### config.mk
export PLATFORM = sky130hd
export DESIGN_NAME = aud_recorder_flat
export DESIGN_NICKNAME = d
export VERILOG_FILES = /design/src/rtl/aud_recorder_pkg.sv /design/src/rtl/aud_recorder_if.sv /design/src/rtl/aud_recorder_deser.sv /design/src/rtl/aud_recorder.sv /design/src/flat_wrapper.sv
export SDC_FILE = /design/constraint.sdc
export NUM_CORES = 1
export LEC_CHECK = 0
export ABC_AREA = 1
export BUFFER_PORTS_ARGS = -buffer_cell sky130_fd_sc_hd__buf_2
export CORE_ASPECT_RATIO = 1.25
export CORE_UTILIZATION = 50
export CTS_CLUSTER_DIAMETER = 200
export DETAILED_ROUTE_END_ITERATION = 12
export MAX_ROUTING_LAYER = met4
export PLACE_DENSITY = 0.75
export SLEW_MARGIN = 0
export SYNTH_ARGS = -nofsm -noshare
export SYNTH_HDL_FRONTEND = slang
export SYNTH_HIERARCHICAL = 1
export SYNTH_SLANG_ARGS = --single-unit
export TNS_END_PERCENT = 20
### constraint.sdc
create_clock -name i_clk -period 1.9 [get_ports i_clk]
set_clock_uncertainty 0.2 [all_clocks]
set_input_delay 0.095 -clock i_clk [delete_from_list [all_inputs] [get_ports i_clk]]
set_output_delay 0.095 -clock i_clk [all_outputs]
set_load 0.02 [all_outputs]
### src/rtl/aud_recorder_pkg.sv
// aud_pkg: shared audio-path widths and the recorder state encoding.
// Used by the recorder, player and DSP blocks.
package aud_pkg;

  localparam int unsigned AUD_DATA_W = 16;
  localparam int unsigned AUD_ADDR_W = 20;

  // Raw encodings kept as constants so older code can compare against them
  localparam logic [2:0] ST_IDLE   = 3'd0;
  localparam logic [2:0] ST_ARMED  = 3'd1;
  localparam logic [2:0] ST_SHIFT  = 3'd2;
  localparam logic [2:0] ST_WRITE  = 3'd3;
  localparam logic [2:0] ST_PAUSED = 3'd4;
  localparam logic [2:0] ST_FULL   = 3'd5;

  typedef enum logic [2:0] {
    IDLE   = ST_IDLE,
    ARMED  = ST_ARMED,
    SHIFT  = ST_SHIFT,
    WRITE  = ST_WRITE,
    PAUSED = ST_PAUSED,
    FULL   = ST_FULL
  } rec_state_t;

endpackage

### src/rtl/aud_recorder_if.sv
// aud_recorder_if: codec serial inputs, key strobes and SRAM write request.
//   master: drives i_lrc/i_data/i_start/i_pause/i_stop, receives o_*.
//   slave : the recorder; receives i_*, drives o_address/o_data/o_we,
//           o_last_addr, o_busy, o_full.
interface aud_recorder_if
  import aud_pkg::*;
#(
  parameter int unsigned DATA_W = AUD_DATA_W,
  parameter int unsigned ADDR_W = AUD_ADDR_W
);

  logic              i_lrc;
  logic              i_data;
  logic              i_start;
  logic              i_pause;
  logic              i_stop;
  logic [ADDR_W-1:0] o_address;
  logic [DATA_W-1:0] o_data;
  logic              o_we;
  logic [ADDR_W-1:0] o_last_addr;
  logic              o_busy;
  logic              o_full;

  modport master (
    output i_lrc, i_data, i_start, i_pause, i_stop,
    input  o_address, o_data, o_we, o_last_addr, o_busy, o_full
  );

  modport slave (
    input  i_lrc, i_data, i_start, i_pause, i_stop,
    output o_address, o_data, o_we, o_last_addr, o_busy, o_full
  );

endinterface

### src/rtl/aud_recorder_deser.sv
// i2s_left_deser: LR-clock falling-edge detect plus MSB-first sample shifter.
//   i_clk, i_rst : bit clock, async active-high reset
//   lrc_i        : ADC LR clock (low = left)
//   data_i       : serial data bit
//   en_i         : shift enable; low clears the bit counter
//   fall_c_o     : LR clock fell on this edge (left slot starts)
//   valid_c_o    : this edge carries the last bit of the sample
//   sample_c_o   : complete sample, valid with valid_c_o
module i2s_left_deser
  import aud_pkg::*;
#(
  parameter int unsigned DATA_W = AUD_DATA_W
) (
  input  logic              i_clk,
  input  logic              i_rst,
  input  logic              lrc_i,
  input  logic              data_i,
  input  logic              en_i,
  output logic              fall_c_o,
  output logic              valid_c_o,
  output logic [DATA_W-1:0] sample_c_o
);

  localparam int unsigned CNT_W = $clog2(DATA_W);

  logic              lrc_q;
  logic [CNT_W-1:0]  bitcnt_q, bitcnt_d;
  // Holds the first DATA_W-1 bits; the last bit is appended combinationally
  logic [DATA_W-2:0] shift_q, shift_d;

  // Shift/count while enabled, otherwise restart the counter
  always_comb begin
    bitcnt_d = '0;
    shift_d  = shift_q;
    if (en_i) begin
      shift_d  = {shift_q[DATA_W-3:0], data_i};
      bitcnt_d = bitcnt_q + CNT_W'(1);
    end
  end

  always_ff @(posedge i_clk or posedge i_rst) begin
    if (i_rst) begin
      lrc_q    <= 1'b0;
      bitcnt_q <= '0;
      shift_q  <= '0;
    end else begin
      lrc_q    <= lrc_i;
      bitcnt_q <= bitcnt_d;
      shift_q  <= shift_d;
    end
  end

  assign fall_c_o   = lrc_q & ~lrc_i;
  assign valid_c_o  = en_i && (bitcnt_q == CNT_W'(DATA_W - 1));
  assign sample_c_o = {shift_q, data_i};

endmodule

### src/rtl/aud_recorder.sv
// aud_recorder: records left-channel I2S samples as sequential SRAM writes.
//   i_clk, i_rst : codec bit clock, async active-high reset
//   bus (slave)  : serial inputs, start/pause/stop strobes, write request,
//                  last written address, busy and full status
module aud_recorder
  import aud_pkg::*;
#(
  parameter int unsigned       DATA_W   = AUD_DATA_W,
  parameter int unsigned       ADDR_W   = AUD_ADDR_W,
  parameter logic [ADDR_W-1:0] MAX_ADDR = {ADDR_W{1'b1}}
) (
  input  logic           i_clk,
  input  logic           i_rst,
  aud_recorder_if.slave  bus
);

  rec_state_t        state_q, state_d;
  logic [ADDR_W-1:0] address_q, address_d;
  logic [ADDR_W-1:0] last_addr_q, last_addr_d;
  logic [DATA_W-1:0] data_q, data_d;
  logic              we_q, we_d;
  logic              busy_q, busy_d;
  logic              full_q, full_d;

  logic              fall_c;
  logic              valid_c;
  logic [DATA_W-1:0] sample_c;

  i2s_left_deser #(.DATA_W(DATA_W)) u_deser (
    .i_clk      (i_clk),
    .i_rst      (i_rst),
    .lrc_i      (bus.i_lrc),
    .data_i     (bus.i_data),
    .en_i       (state_q == SHIFT),
    .fall_c_o   (fall_c),
    .valid_c_o  (valid_c),
    .sample_c_o (sample_c)
  );

  // Next state and outputs; stop beats pause beats start
  always_comb begin
    state_d     = state_q;
    address_d   = address_q;
    last_addr_d = last_addr_q;
    data_d      = data_q;
    we_d        = 1'b0;
    case (state_q)
      IDLE: begin
        if (bus.i_start) begin
          address_d = '0;
          state_d   = ARMED;
        end
      end
      ARMED: begin
        if (bus.i_stop)       state_d = IDLE;
        else if (bus.i_pause) state_d = PAUSED;
        else if (fall_c)      state_d = SHIFT;
      end
      SHIFT: begin
        if (bus.i_stop)       state_d = IDLE;
        else if (bus.i_pause) state_d = PAUSED;
        else if (valid_c) begin
          data_d  = sample_c;
          we_d    = 1'b1;
          state_d = WRITE;
        end
      end
      WRITE: begin
        // The strobe already fired; a stop or pause here only follows it
        last_addr_d = address_q;
        if (bus.i_stop) begin
          state_d = IDLE;
        end else if (address_q == MAX_ADDR) begin
          state_d = FULL;
        end else begin
          address_d = address_q + ADDR_W'(1);
          state_d   = bus.i_pause ? PAUSED : ARMED;
        end
      end
      PAUSED: begin
        if (bus.i_stop)       state_d = IDLE;
        else if (bus.i_start) state_d = ARMED;
      end
      FULL: begin
        if (bus.i_stop) state_d = IDLE;
      end
      default: state_d = IDLE;
    endcase
    busy_d = (state_d == ARMED) || (state_d == SHIFT) || (state_d == WRITE);
    full_d = (state_d == FULL);
  end

  always_ff @(posedge i_clk or posedge i_rst) begin
    if (i_rst) begin
      state_q     <= IDLE;
      address_q   <= '0;
      last_addr_q <= '0;
      data_q      <= '0;
      we_q        <= 1'b0;
      busy_q      <= 1'b0;
      full_q      <= 1'b0;
    end else begin
      state_q     <= state_d;
      address_q   <= address_d;
      last_addr_q <= last_addr_d;
      data_q      <= data_d;
      we_q        <= we_d;
      busy_q      <= busy_d;
      full_q      <= full_d;
    end
  end

  assign bus.o_address   = address_q;
  assign bus.o_data      = data_q;
  assign bus.o_we        = we_q;
  assign bus.o_last_addr = last_addr_q;
  assign bus.o_busy      = busy_q;
  assign bus.o_full      = full_q;

endmodule

### src/flat_wrapper.sv
// flat-port wrapper written by rule: the top's interface ports become plain ports
module aud_recorder_flat import aud_pkg::*;
#(
  parameter int unsigned       DATA_W   = AUD_DATA_W,
  parameter int unsigned       ADDR_W   = AUD_ADDR_W,
  parameter logic [ADDR_W-1:0] MAX_ADDR = {ADDR_W{1'b1}}
)
  (i_clk, i_rst, bus_i_lrc, bus_i_data, bus_i_start, bus_i_pause, bus_i_stop, bus_o_address, bus_o_data, bus_o_we, bus_o_last_addr, bus_o_busy, bus_o_full);
  aud_recorder_if #(.DATA_W(DATA_W), .ADDR_W(ADDR_W)) bus_i ();
  input  logic i_clk;
  input  logic i_rst;
  input wire logic [$bits(bus_i.i_lrc)-1:0] bus_i_lrc;
  input wire logic [$bits(bus_i.i_data)-1:0] bus_i_data;
  input wire logic [$bits(bus_i.i_start)-1:0] bus_i_start;
  input wire logic [$bits(bus_i.i_pause)-1:0] bus_i_pause;
  input wire logic [$bits(bus_i.i_stop)-1:0] bus_i_stop;
  output wire logic [$bits(bus_i.o_address)-1:0] bus_o_address;
  output wire logic [$bits(bus_i.o_data)-1:0] bus_o_data;
  output wire logic [$bits(bus_i.o_we)-1:0] bus_o_we;
  output wire logic [$bits(bus_i.o_last_addr)-1:0] bus_o_last_addr;
  output wire logic [$bits(bus_i.o_busy)-1:0] bus_o_busy;
  output wire logic [$bits(bus_i.o_full)-1:0] bus_o_full;
  assign bus_i.i_lrc = bus_i_lrc;
  assign bus_i.i_data = bus_i_data;
  assign bus_i.i_start = bus_i_start;
  assign bus_i.i_pause = bus_i_pause;
  assign bus_i.i_stop = bus_i_stop;
  assign bus_o_address = bus_i.o_address;
  assign bus_o_data = bus_i.o_data;
  assign bus_o_we = bus_i.o_we;
  assign bus_o_last_addr = bus_i.o_last_addr;
  assign bus_o_busy = bus_i.o_busy;
  assign bus_o_full = bus_i.o_full;
  aud_recorder #(.DATA_W(DATA_W), .ADDR_W(ADDR_W), .MAX_ADDR(MAX_ADDR)) u_core (.i_clk(i_clk), .i_rst(i_rst), .bus(bus_i));
endmodule
### Yosys cells after proc, flatten, opt, wreduce, memory -nomap -nowiden

Cells that the tools add are included.

* bits in registers: 82
* word-level logic and storage cells: 59

* add/subtract/negate cells: 2
* eq/ne operators: 14
* mux-type cells: 22
* bitwise logic cells: 4
* reduce and logical (&&, ||, !) cells: 7

Operator list (count)
* 2-to-1 mux 20 bit: 3
* one-hot mux 20 bit (2 select lines): 1
* 2-to-1 mux 3 bit: 12
* adder 20 x 1 -> 20 bit (second input constant): 1
* equality test 20 bit (second input constant): 1
* one-hot mux 3 bit (6 select lines): 1
* equality test 3 x 2 -> 1 bit (second input constant): 4
* equality test 3 bit (second input constant): 3
* AND reduction 4 bit: 2
* equality test 3 x 1 -> 1 bit (second input constant): 2
* inequality test 2 bit (second input constant): 3
* adder 4 x 1 -> 4 bit (second input constant): 1
* equality test 4 bit (second input constant): 1
* 2-to-1 mux 1 bit: 4
* 2-to-1 mux 4 bit: 1
* logical NOT 3 bit: 1
* NOT 1 bit: 3
* logical OR 1 bit: 2
* nonzero test 2 bit: 1
* AND 1 bit: 1
* logical AND 1 bit: 1

### Longest topological paths before layout

* word-level depth: 9
* depth in mapped cells: 14

### Cells and area by module

The synthesis kept the hierarchy.

Modules (own cells, without submodules)
* aud_recorder: times used 1, cells each 372, area an instance 2962.8 µm², seq. area each 1551.5 µm²
* i2s_left_deser: times used 1, cells each 86, area an instance 802.0 µm², seq. area each 500.5 µm²

### Least setup slack after synthesis

Ideal clock, no wire load.

* kind: flip-flop to flip-flop
* start: register u_core.address_q[0], in the netlist u_core/bus.o_address[0]
* end: register u_core.address_q[18], in the netlist u_core/bus.o_address[18]
* arrival time: 1.640 ns
* setup slack: -0.062 ns
* stages on the path, launching flop included: 10
* path buffers: 1
* period minus slack after synthesis: 1.962 ns
* cells stage by stage: dfrtp_1 -> ha_1 -> inv_1 -> nor2_1 -> nand3_2 -> nor2_4 -> nor2_8 -> buf_6 -> nand4_1 -> o21ai_1

* word-level cells in the longest chain between the ends: 4

RTL lines
* start, declared: line aud_recorder.sv:18 `logic [ADDR_W-1:0] address_q, address_d;`
* start signal, assigned: line aud_recorder.sv:104 `address_q <= address_d;`
* adder 20 x 1 -> 20 bit: line aud_recorder.sv:76 `address_d = address_q + ADDR_W'(1);`
* 2-to-1 mux 20 bit: line aud_recorder.sv:73 `end else if (address_q == MAX_ADDR) begin`
* 2-to-1 mux 20 bit: line aud_recorder.sv:71 `if (bus.i_stop) begin`
* one-hot mux 20 bit (2 select lines): line aud_recorder.sv:47 `case (state_q)`

Parallel ways exist; a longest one is shown, timed or not. The select of a mux whose other input is x is not followed.
A chain may end at the register's enable or synchronous reset.

### Worst setup path after layout

* start: register u_core.state_q[0]
* end: register u_core.address_q[17], in the netlist u_core/bus.o_address[17]

* word-level cells in the longest chain between the ends: 3

RTL lines
* start, declared: line aud_recorder.sv:17 `rec_state_t state_q, state_d;`
* start signal, assigned: line aud_recorder.sv:103 `state_q <= state_d;`
* equality test 3 x 2 -> 1 bit / logical NOT 3 bit (equally long branches): line aud_recorder.sv:47
* inequality test 2 bit (no line) / nonzero test 2 bit (equally long branches)
* AND reduction 4 bit (no line)

Parallel ways exist; a longest one is shown, timed or not.

==> reports/qor.yml <==
gr-usage-met1_pct: 29.9
clkTransAtPathRegs_ns: 0.08
clock_sinks: 82
start_util_pct: 51.5
die_x_um: 79.6
clock_latency_ns: 0.35
clockBufferDepth: 2
diodes: 0
htree_levels: 3
yosys.area_share.simple_pct: 30.0
relSlewSlack_pct: 49.2
portBuffers: 65
die_h_um: 99.0
yosys_most_used_dff: "dfrtp_1"
worstMarginPinSlew_ns: 0.761
viasPerCell: 5.32
cp.required_ns: 1.94
drtIter0Drc: 234
hold_viol: 0
cap_violations: 0
top_usage_layer: "met2"
antenna_found_initial: 0
routed_wl_mm: 9.14
synth.net_count: 467
async_reset_ff_share_pct: 100
synth_edf_count: 0
yosysTopAreaCell: "dfrtp_1"
critPathBufInv: 3
grt_pass1_vias: 3276
synthTopCellsByCount: "nand2_1, dfrtp_1, inv_1, nor2_1, o21ai_0"
io_pins: 66
critPathLaunchType: "register"
synth_top_family_by_area: "simple AND/OR/NAND/NOR gates"
drcViolationCount: 0
finalCritPeriodShare_pct: 96.7
wl_per_cell_um: 14.0
cpLargestDelayFamily: "compound AO/OA/AOI/OAI gates"
ir_worst_vdd_v: 0.000625
end_kind: "register"
ys_warn_count: 6
power.leakage_nw: 2.48
die_area_um2: 7880
fin_crit_ns: 1.84
met2_usage_pct: 42.5
fmax_mhz: 544
hold_path_class: "input port to register"
cp-startpoint: "u_core/state_q[0]$_DFF_PP0_"
yosysSeqAreaShare_pct: 54.5
crit_type: "register to register"
finalSetupTns_ns: 0
use_met3_pct: 5.37
r2r-start: "u_core/state_q[0]$_DFF_PP0_"
finalWeightedCongestion: 0.923
fin_util_pct: 64.0
core.rowCount: 35
status: "completed"
synth_mux_area_share_pct: 0
powerDensity_nw_per_um2: 826
numCtsBuffers: 9
grt_pass1_wl_mm: 15.1
clockRootBuffer: "clkbuf_8"
synth_area_um2: 3760
synthDominantCellAreaShare_pct: 54.5
crit_arrival_ns: 1.88
placed_area_um2: 4330
setup_viol: 0
drt-pass1-iter-count: 5
worstPathMaxFanout: 15
hpwl_mm: 6.49
vias: 3471
grt_use_total_pct: 25.5
synth.area.top_cells: "dfrtp_1, nand2_1, o21ai_0, inv_1, nand4_1"
ys_seq_elements: 82
synthAdderAreaFrac_pct: 0.665
syn_inst: 458
critPathSlowestCell: "dfrtp_1"
synth.distinct_cells: 28
drv_slew: 0
core_um2: 7310
overflow: 0
synth_most_common_cell: "nand2_1"
path_cells: "buf_4 > nand3_4 > clkinv_2 > a21oi_2 > nor2_8 > buf_12 > nand4_1 > o21ai_1"
cts_tree: "done"
syn_avg_cell_area_um2: 8.22
synthXorXnorAreaFrac_pct: 0
fin_total_pwr_w: 0.00386
drive_gt1_share_pct: 24.2
final_area_um2: 4680
ant_nets: 0
hp-start: "bus_i_start"
grt_max_degree: 28
critPathMaxStageDelay_ns: 0.41
nets: 565
area_delta_synth_final_pct: 24.2
synth_compound_area_share_pct: 7.31
==> power breakdown <==
| part | switching [W] | leakage [nW] | internal (W) | total [W] |
|---|---|---|---|---|
| combinational | 0.000352 | 1.24 | 0.000199 | 0.000551 |
| sequential | 0.0000573 | 1.13 | 0.00184 | 0.00190 |
| clock | 0.000667 | 0.102 | 0.000749 | 0.00142 |
| total | 0.00108 | 2.48 | 0.00279 | 0.00386 |
==> flip-flops by register name (all words and copies together), names as in the netlist <==
name                     flops
u_core/bus.o_we              1
u_core/bus.o_address        20
u_core/u_deser/shift_q      15
u_core/bus.o_full            1
u_core/bus.o_data           16
u_core/bus.o_busy            1
u_core/u_deser/bitcnt_q      4
u_core/state_q               3
u_core/u_deser/lrc_q         1
u_core/bus.o_last_addr      20
==> path summary, 6_finish.rpt <==
check                                                        to  slack (ns)  depth (start not counted)
min in group asynchronous      u_core/bus.o_data[2]$_DFFE_PP0P_        0.13                          3
hold / removal              u_core/bus.o_address[8]$_DFFE_PP0P_        0.09                          5
max in group asynchronous   u_core/bus.o_address[2]$_DFFE_PP0P_        0.76                          4
hold reg to reg                u_core/bus.o_data[1]$_DFFE_PP0P_        0.28                          2
setup reg to reg           u_core/bus.o_address[17]$_DFFE_PP0P_        0.06                          8
setup / recovery           u_core/bus.o_address[17]$_DFFE_PP0P_        0.06                          8
==> area by class of cell <==
type,instances,area [um2]
fillers,659,2640
flip-flops and latches,82,2050
multi-input cells,319,1480
repair buffers,100,641
inverters,44,169
clock buffers,9,124
well taps,92,115
clock inverters,7,100
==> timing repair <==
action,in CTS,in global routing
setup endpoints to repair,0,27
endpoints found under the hold margin,76,0
hold buffers,6,0
resized for setup,0,10
setup buffers,0,2
==> metal layers <==
metal | up-vias | share of wire (%) | wire length [um]
met5 | - | 0 | 0
met4 | 0 | 2.8 | 259
met3 | 23 | 5.0 | 454
met2 | 115 | 51 | 4690
met1 | 1665 | 41 | 3740
li1 | 1668 | - | -
==> metrics by stage <==
stage	hold slack, ns	worst slack (ns)	cells
floorplan	-0.141	-0.0618	458
global placement	-0.0280	0.130	628
detailed placement	-0.0180	0.0573	628
CTS	0.0741	0.0358	650
global route	0.101	-0.0225	653
finish	0.0900	0.0626	653
==> worst register-to-register path, delay by kind of cell (launching register included) <==
family / cells / cell delay [ns]
buffers and inverters: 3 / 0.40
AO/OA/AOI/OAI: 2 / 0.44
AND/OR/NAND/NOR: 3 / 0.28
flip-flops: 1 / 0.41
==> placed cells by master (no fill, tap or decap), types with 6 or more instances in the layout <==
cell and instances:
dfrtp_1 82, o21ai_0 28, inv_2 6, nand4_1 22
nor2_1 35, clkbuf_8 9, nand3_1 18, nand2_1 169
buf_4 26, o21ai_1 18, dlygate4sd3_1 6, buf_2 65
inv_1 36
==> kinds of logic after synthesis <==
group / Yosys count
flip-flops: 82
AND/OR/NAND/NOR: 262
AO/OA/AOI/OAI: 54
adder cells (fa/ha/maj): 2
buffers and inverters: 58
No activity file was read; power rests on OpenSTA's default activity.
